## src/rtl/pipe_skid_reg.sv

```systemverilog
// Two-entry skid pipeline register with a registered valid/ready handshake.
// Optional performance counters (stall_cnt, bp_cnt) are built when PIPE_PERF_CNT_EN is defined.
module pipe_skid_reg #(
  parameter int unsigned DATA_W   = 64,
  parameter bit          CLR_DATA = 1'b1,
  parameter int unsigned CNT_W    = 16
) (
  input  logic              clk,
  input  logic              rst,
  input  logic              flush,
  input  logic              in_valid,
  input  logic [DATA_W-1:0] in_data,
  output logic              in_ready,
  output logic              out_valid,
  output logic [DATA_W-1:0] out_data,
  input  logic              out_ready
`ifdef PIPE_PERF_CNT_EN
  ,
  output logic [CNT_W-1:0]  stall_cnt,
  output logic [CNT_W-1:0]  bp_cnt
`endif
);

  // State encoding is {skid_v, main_v}; 2'b10 is unreachable.
  typedef enum logic [1:0] {
    EMPTY = 2'b00,
    ONE   = 2'b01,
    TWO   = 2'b11
  } state_t;

  state_t            state;
  logic [DATA_W-1:0] main_d;
  logic [DATA_W-1:0] skid_d;
  logic              acc;
  logic              fire;

  if (DATA_W < 1 || CNT_W < 1) begin : g_bad_params
    $error("pipe_skid_reg: DATA_W and CNT_W must be at least 1");
  end

  assign in_ready  = (state != TWO);
  assign out_valid = (state != EMPTY);
  assign out_data  = main_d;
  assign acc       = in_valid & in_ready;
  assign fire      = out_valid & out_ready;

  // Payload in the flush cycle is dropped; the skid entry always drains into main first.
  always_ff @(posedge clk) begin
    if (rst || flush) begin
      state <= EMPTY;
      if (CLR_DATA) begin
        main_d <= '0;
        skid_d <= '0;
      end
    end else begin
      case (state)
        EMPTY: begin
          if (acc) begin
            state  <= ONE;
            main_d <= in_data;
          end
        end
        ONE: begin
          if (acc && fire) begin
            main_d <= in_data;
          end else if (acc) begin
            state  <= TWO;
            skid_d <= in_data;
          end else if (fire) begin
            state <= EMPTY;
          end
        end
        TWO: begin
          if (fire) begin
            state  <= ONE;
            main_d <= skid_d;
          end
        end
        default: state <= EMPTY;
      endcase
    end
  end

`ifdef PIPE_PERF_CNT_EN
  logic stall_cond;
  logic bp_cond;

  assign stall_cond = out_valid & ~out_ready;
  assign bp_cond    = in_valid & ~in_ready;

  // Saturating counters; flush does not clear them, only rst does.
  always_ff @(posedge clk) begin
    if (rst) begin
      stall_cnt <= '0;
      bp_cnt    <= '0;
    end else begin
      if (stall_cond && (stall_cnt != {CNT_W{1'b1}})) begin
        stall_cnt <= stall_cnt + 1'b1;
      end
      if (bp_cond && (bp_cnt != {CNT_W{1'b1}})) begin
        bp_cnt <= bp_cnt + 1'b1;
      end
    end
  end
`endif

endmodule
```

## config.mk

```make
export PLATFORM = sky130hd
export DESIGN_NAME = pipe_skid_reg
export DESIGN_NICKNAME = d
export VERILOG_FILES = /design/src/rtl/pipe_skid_reg.sv
export SDC_FILE = /design/constraint.sdc
export NUM_CORES = 1
export LEC_CHECK = 0
export CAP_MARGIN = 20
export CORE_MARGIN = 5
export CORE_UTILIZATION = 50
export DETAILED_ROUTE_END_ITERATION = 7
export GPL_TIMING_DRIVEN = 0
export MAX_ROUTING_LAYER = met4
export PLACE_DENSITY = 0.89
export SLEW_MARGIN = 20
export SYNTH_ARGS = -nofsm -noshare
export SYNTH_HDL_FRONTEND = slang
export SYNTH_SLANG_ARGS = --single-unit
```

## constraint.sdc

```tcl
create_clock -name clk -period 2.6 [get_ports clk]
set_input_delay 0.78 -clock clk [delete_from_list [all_inputs] [get_ports clk]]
set_output_delay 0.78 -clock clk [all_outputs]
set_load 0.03 [all_outputs]
```

# After elaboration in Yosys (flattened, before gate mapping)

Cells that the tools add are included.

Register bits after elaboration: 130
Latch bits: 0
RAM bits: 0
Memory bits (read-only): 0
Input bits: 69
Output and inout bits: 66
Memories: 0

Add/subtract/negate cells: 0
Multipliers: 0
Divide/modulo/power cells: 0
Magnitude comparators: 0
Equal/unequal tests: 8
Shift-type cells: 0
Multiplexer cells: 10
Bitwise logic cells: 3
Reductions and logical operators: 8

Operators by type and width:

| kind               | count |
|---|---|
| $mux 64            | 3 |
| $pmux 64 s3        | 1 |
| $mux 2             | 5 |
| $ne 2x2->1 const B | 5 |
| $reduce_and 4->1   | 2 |
| $pmux 2 s3         | 1 |
| $ne 3x3->1 const B | 1 |
| $reduce_and 3->1   | 1 |
| $reduce_bool 3->1  | 1 |
| $and 1x1->1        | 2 |
| $eq 2x1->1 const B | 1 |
| $eq 2x2->1 const B | 1 |
| $logic_not 2->1    | 1 |
| $reduce_bool 2->1  | 1 |
| $logic_and 1x1->1  | 1 |
| $logic_or 1x1->1   | 1 |
| $not 1->1          | 1 |

# Depth between registers and ports, before layout

Gate-level depths: netlist (run 1).

Depth in word-level cells: 6
Depth in mapped cells: 9
Gate-level depth less buffers: 6

# Worst setup path after synthesis (run 1)

Ideal clock, no wire load.

Path kind: in2reg
From: input in_valid
To: register main_d[24], in the netlist out_data[24]
Library setup time: 70 ps
Arrival time: 1943 ps
Required time: 2530 ps
Path slack: 587 ps
Stages: 6
Cells stage by stage: nor2b_2 > nor2_1 > buf_2 > clkbuf_1 > or4_1 > a21oi_1

Cells in the longest elaborated chain, start to end: 4

Ends and longest elaborated chain:

| item                                  | line | source |
|---|---|---|
| start, declared                       | 11   | `input logic in_valid,` |
| $and 1x1->1 (*)                       | 44   | `assign acc = in_valid & in_ready;` |
| $logic_and 1x1->1                     | 64   | `if (acc && fire) begin` |
| $ne 2x2->1 (no source line)           | n/a  |  |
| $reduce_and 4->1 (no source line) (*) | n/a  |  |
| end signal, assigned                  | 60   | `main_d <= in_data;` |
| end signal, assigned                  | 65   | `main_d <= in_data;` |
| end signal, assigned                  | 76   | `main_d <= skid_d;` |
| end, declared                         | 32   | `logic [DATA_W-1:0] main_d;` |

Every way passes the cells marked *; elsewhere a longest branch is shown, timed or not.
A chain may end at the register's enable or synchronous reset.

# Worst setup path after layout (run 1)

From: register state[0]
To: output in_ready

Cells in the longest elaborated chain, start to end: 1

Ends and longest elaborated chain:

| item                   | line | source |
|---|---|---|
| start, declared        | 31   | `state_t state;` |
| start signal, assigned | 50   | `state <= EMPTY;` |
| start signal, assigned | 59   | `state <= ONE;` |
| start signal, assigned | 67   | `state <= TWO;` |
| $ne 2x2->1             | 41   | `assign in_ready = (state != TWO);` |
| end, declared          | 13   | `output logic in_ready,` |

Every way passes these cells.

==> flow_summary.toml, run 1 <==
[run_status]
status = "completed"

[finish]
areaGrowthSynthToFinish_pct = 36.2
final_core_util_pct = 69.8
layout-drive-gt1-share_pct = 6.95
antenna_cells = 0
layout.nets = 910

[sta]
setup_viol = 0
min_period_ns = 2.53
maxSlewViolCount = 0
setup_ws_ns = 0.0688
final.setup_skew_ns = 0.0108
finalCritPeriodShare_pct = 97.4
grt_setup_unrepaired = "no"
tns_ns = 0
max_slew_margin_pct = 57.7
hold_viol = 0
timing.fmax_mhz = 395
worst_pin_slew_ns = 0.635

[logic_synthesis]
yosysWarnings = 0
syn_area_sq_um = 5880
synth.avg_cell_area_sq_um = 8.60
syn_inst = 684
netlist.area_leader.share_pct = 44.3
synth_area_leaders = "dfxtp_1, a21oi_1, mux2i_1"
ys_types = 29
synth_nets = 758
yosys.area.top_type = "dfxtp_1"
synth_seq_area_share_pct = 44.3
synth.ff_latch_count = 130

[routing]
firstDrtPassIters = 5
routed.top_layer = "met4"
routed_wl_microns = 16800
ant_nets = 0
vias_per_cell = 5.70
wl_per_cell_microns = 16.9
detail_route.iter0.violations = 451
wl_met1_microns = 7260
drc = 0
wl_met3_microns = 1060
met2WireLength_microns = 8070
vias = 5651

[power_and_ir_drop]
p_leak_nw = 2.73
vdd_ir_drop_max_mv = 0.373
p_total_mw = 5.26
p_per_area_nw_per_um2 = 657

[global_routing]
grt-ovfl-total = 0
grt_pass1_vias = 5485
grt_antenna_before_repair = 0
grtUsageTotal_pct = 24.1
grt_max_degree = 20
grt_pass1_wl_microns = 27100

[placed_design]
dp_slack_ns = -0.383
hpwl_microns = 11600
io_buffer_count = 134
gp_congestion = 0.896

[clocking]
root_buffer = "clkbuf_16"
cts_buffers = 17
clk_pin_slew_worst_paths_ns = 0.06
clock_path_buffers = 2
clock-sinks = 130
cts_tree = "built"
clkLatencyLatePin_ns = 0.42
ctsHtreeMaxLevel = 4

[critical_path]
crit_path_frequent_cell = "buf_6"
path_class = "reg -> out"
cp_cell_sequence = "ha_1 -> buf_6 -> buf_6 -> inv_1 -> dlygate4sd2_1"
cp-end-kind = "primary output"
cpPeakStageDelay_ns = 0.38
path_buf_inv = 4
crit_fanout = 19
worst_path_max_delay_cell = "dfxtp_1"
crit_family = "buffers and inverters"
arrival_ns = 1.75
required_ns = 1.82
startpoint_type = "flop"

[job]
drv_cap = 0

[floorplanning]
start_util_pct = 51.3
die_w_microns = 118
coreArea_sq_um = 11500
rows = 39
die_h_microns = 118
ioPinCount = 135
die_area_sq_um = 14000

[worst_hold_path]
hp-class = "reg -> reg"
cell usage after synthesis, drive strengths merged:
cell type / number
nor2: 1
o22a: 2
o32ai: 2
nand2: 129
o221ai: 1
mux2: 1
a21oi: 128
inv: 5
dfxtp: 130
or4: 63
nand3: 1
or3: 1
nand3b: 1
nor3b: 1
and2: 1
nor4: 1
ha: 5
clkbuf: 58
mux2i: 63
or2: 2
buf: 21
o31ai: 64
nand2b: 1
nor2b: 2
power by group:
part / internal (mW) / switching, mW / total [mW]
Sequential: 2.05 / 0.0314 / 2.08
Combinational: 0.303 / 0.423 / 0.726
Clock: 1.52 / 0.937 / 2.45
cell families after synthesis:
kind of cell | count (synthesis) | share of synthesized area [%]
flip-flops | 130 | 44.3
buffers and inverters | 84 | 6.02
adder cells (fa/ha/maj) | 5 | 1.06
AND/OR/NAND/NOR | 204 | 17.9
AO/OA/AOI/OAI | 197 | 19.8
multiplexers | 64 | 10.9
layout make-up:
class / instances / area (sq um)
inverters: 5 / 18.8
clock inverters: 15 / 183
plain buffers: 78 / 338
flip-flops and latches: 130 / 2600
repair buffers: 134 / 1340
clock buffers: 17 / 425
well taps: 143 / 179
fillers: 886 / 3460
multi-input cells: 470 / 2920
repair_timing:
action / CTS / global route
endpoints found under the setup margin: 2 / 50
setup buffers: 0 / 0
hold buffers: 0 / 0
gates resized for setup: 3 / 4
hold endpoints to repair: 0 / 0
cells in the final DEF (no fill, tap or decap), types with 5 or more instances in the layout:
cell | synthesis | final
buf_2 | 11 | 10
clkdlybuf4s50_1 | 0 | 132
buf_1 | 7 | 5
clkbuf_16 | 0 | 17
clkbuf_2 | 5 | 8
inv_1 | 5 | 5
o31ai_1 | 64 | 64
or4_1 | 63 | 63
ha_1 | 5 | 5
a21oi_1 | 128 | 128
clkbuf_1 | 53 | 52
dfxtp_1 | 130 | 130
mux2i_1 | 63 | 63
nand2_1 | 129 | 129
worst min-delay path, stage by stage, from the launching register on:
cell	delay (ns)
dfxtp_1	0.31
nand2_1	0.05
a21oi_1	0.05
routing by layer:
layer	up-vias	track usage, %
li1	2785	-
met1	2631	30.1
met2	200	38.0
met3	35	5.73
met4	0	9.28
met5	-	-
through the flow:
step,instances,hold slack (ns),instance area [sq um]
global route,992,0.468,8010
CTS,992,0.455,8000
detailed placement,961,0.447,7400
global placement,961,0.439,7400
finish,992,0.453,8010
floorplan,684,0.433,5880
path summary, 6_finish.rpt:
path / startpoint / to / slack (ns) / cells past startpoint
max: state[0] / in_ready / 0.07 / 5
min reg2reg: skid_d[35] / skid_d[35] / 0.45 / 2
min: skid_d[35] / skid_d[35] / 0.45 / 2
max reg2reg: state[0] / out_data[2] / 0.25 / 9
registers in the layout (all words and copies together), names as in the netlist:
name / flops
out_data: 64
skid_d: 64
state: 2
Power figures use the tool's default switching activity.
==> run 2: changes to the inputs <==
--- a/config.mk
+++ b/config.mk
@@ -7,11 +7,11 @@
 export LEC_CHECK = 0
 export CAP_MARGIN = 20
 export CORE_MARGIN = 5
-export CORE_UTILIZATION = 50
+export CORE_UTILIZATION = 45
 export DETAILED_ROUTE_END_ITERATION = 7
 export GPL_TIMING_DRIVEN = 0
 export MAX_ROUTING_LAYER = met4
-export PLACE_DENSITY = 0.89
+export PLACE_DENSITY = 0.82
 export SLEW_MARGIN = 20
 export SYNTH_ARGS = -nofsm -noshare
 export SYNTH_HDL_FRONTEND = slang
==> flow_summary.toml, run 2 (synthesis gave the netlist of run 1 again) <==
[critical_path]
startpoint_type = "flop"
arrival_ns = 1.72
worst_path_max_delay_cell = "dlygate4sd2_1"
crit_family = "buffers and inverters"
cp_cell_sequence = "ha_1 -> buf_6 -> buf_6 -> inv_1 -> dlygate4sd2_1"
path_buf_inv = 4
path_class = "reg -> out"
crit_fanout = 19
crit_path_frequent_cell = "buf_6"
required_ns = 1.82
cpPeakStageDelay_ns = 0.40
cp-end-kind = "primary output"

[clocking]
holdBufCountCts = 0
clk_pin_slew_worst_paths_ns = 0.05
cts_setup_buffers = 0
clock_path_buffers = 2
cts_tree = "built"
root_buffer = "clkbuf_16"
ctsHtreeMaxLevel = 4
cts_buffers = 17
clock-sinks = 130
clkLatencyLatePin_ns = 0.41

[global_routing]
grt_antenna_before_repair = 0
grtUsageTotal_pct = 21.2
grt_use_met2_pct = 32.9
grt_pass1_vias = 5352
busiest_layer = "met2"
grt_pass1_wl_microns = 26400
use_met3_pct = 5.40
grt-ovfl-total = 0
grt_max_degree = 20
grtUsageMet1_pct = 26.3

[worst_hold_path]
hp-class = "reg -> reg"

[routing]
vias_per_cell = 5.51
wl_per_cell_microns = 16.3
ant_nets = 0
routed_wl_microns = 16500
firstDrtPassIters = 5
vias = 5592
detail_route.iter0.violations = 378
drc = 0

[sta]
hold_viol = 0
min_period_ns = 2.50
setup_viol = 0
tns_ns = 0
final.setup_skew_ns = 0.00417
maxSlewViolCount = 0
timing.fmax_mhz = 400
grt_setup_unrepaired = "no"
worst_pin_slew_ns = 0.675
max_slew_margin_pct = 55.0
finalCritPeriodShare_pct = 96.2

[finish]
layout-drive-gt1-share_pct = 5.93
final_common_cell = "clkdlybuf4s50_1"
layout.nets = 909
final_core_util_pct = 62.4
antenna_cells = 0
areaGrowthSynthToFinish_pct = 35.0
layout_common_cells = "clkdlybuf4s50_1, dfxtp_1, nand2_1"
nFillCells = 1141

[floorplanning]
die_w_microns = 124
ioPinCount = 135
die_area_sq_um = 15500
die_h_microns = 124
coreArea_sq_um = 12700
start_util_pct = 46.2
rows = 41

[power_and_ir_drop]
p_per_area_nw_per_um2 = 616
p_leak_nw = 2.70
p_total_mw = 4.89
vdd_ir_drop_max_mv = 0.339

[placed_design]
io_buffer_count = 134
hpwl_microns = 11600
gp_congestion = 0.835

[job]
drv_cap = 0

[run_status]
status = "completed"
==> run 2: worst paths after layout <==
kind | from | endpoint | slack, ns | cells after the start
worst max-delay path | state[0] | in_ready | 0.1 | 5
worst min-delay path | skid_d[28] | skid_d[28] | 0.45 | 2
worst max register to register | state[0] | out_data[13] | 0.30 | 8
worst min register to register | skid_d[28] | skid_d[28] | 0.45 | 2
==> run 2: worst reg2reg max path: stages, from the launching register on <==
cell and delay [ns]:
dfxtp_1 0.35, inv_1 0.10, ha_1 0.20, nand2b_4 0.16, and2_1 0.17, buf_2 0.23
clkbuf_1 0.25, or4_1 0.60, a21oi_1 0.17
==> run 2: per-layer routing <==
| metal | vias to the layer above | wire length, microns |
|---|---|---|
| met5 | - | 0 |
| met4 | 0 | 427 |
| met3 | 35 | 1040 |
| met2 | 197 | 7660 |
| met1 | 2588 | 7380 |
| li1 | 2772 | - |
==> run 2: where the power goes <==
group | internal (mW) | switching [mW]
Sequential | 2.05 | 0.0304
Clock | 1.29 | 0.796
Combinational | 0.303 | 0.420
==> run 2: final cells by class <==
type,instances,area (sq um),area share [%]
multi-input combinational,470,2920,36.8
timing repair buffer,134,1340,16.9
tap,172,215,2.71
buffer,77,337,4.24
sequential,130,2600,32.8
clock buffer,27,503,6.34
inverter,5,18.8,0.236
==> run 2: per-stage QoR <==
stage	hold slack [ns]	instances	setup WS (ns)	area, sq um
2_1_floorplan	0.433	684	0.587	5880
3_3_place_gp	0.440	990	-0.419	7440
3_5_place_dp	0.446	990	-0.476	7440
4_1_cts	0.454	1015	0.0507	7930
5_1_grt	0.469	1015	0.00487	7940
6_report	0.451	1015	0.0977	7940
==> run 2: repair_timing <==
item	CTS	global route
pin swaps	0	0
setup endpoints to repair	9	50
resized for setup	3	5
endpoints found under the hold margin	0	0
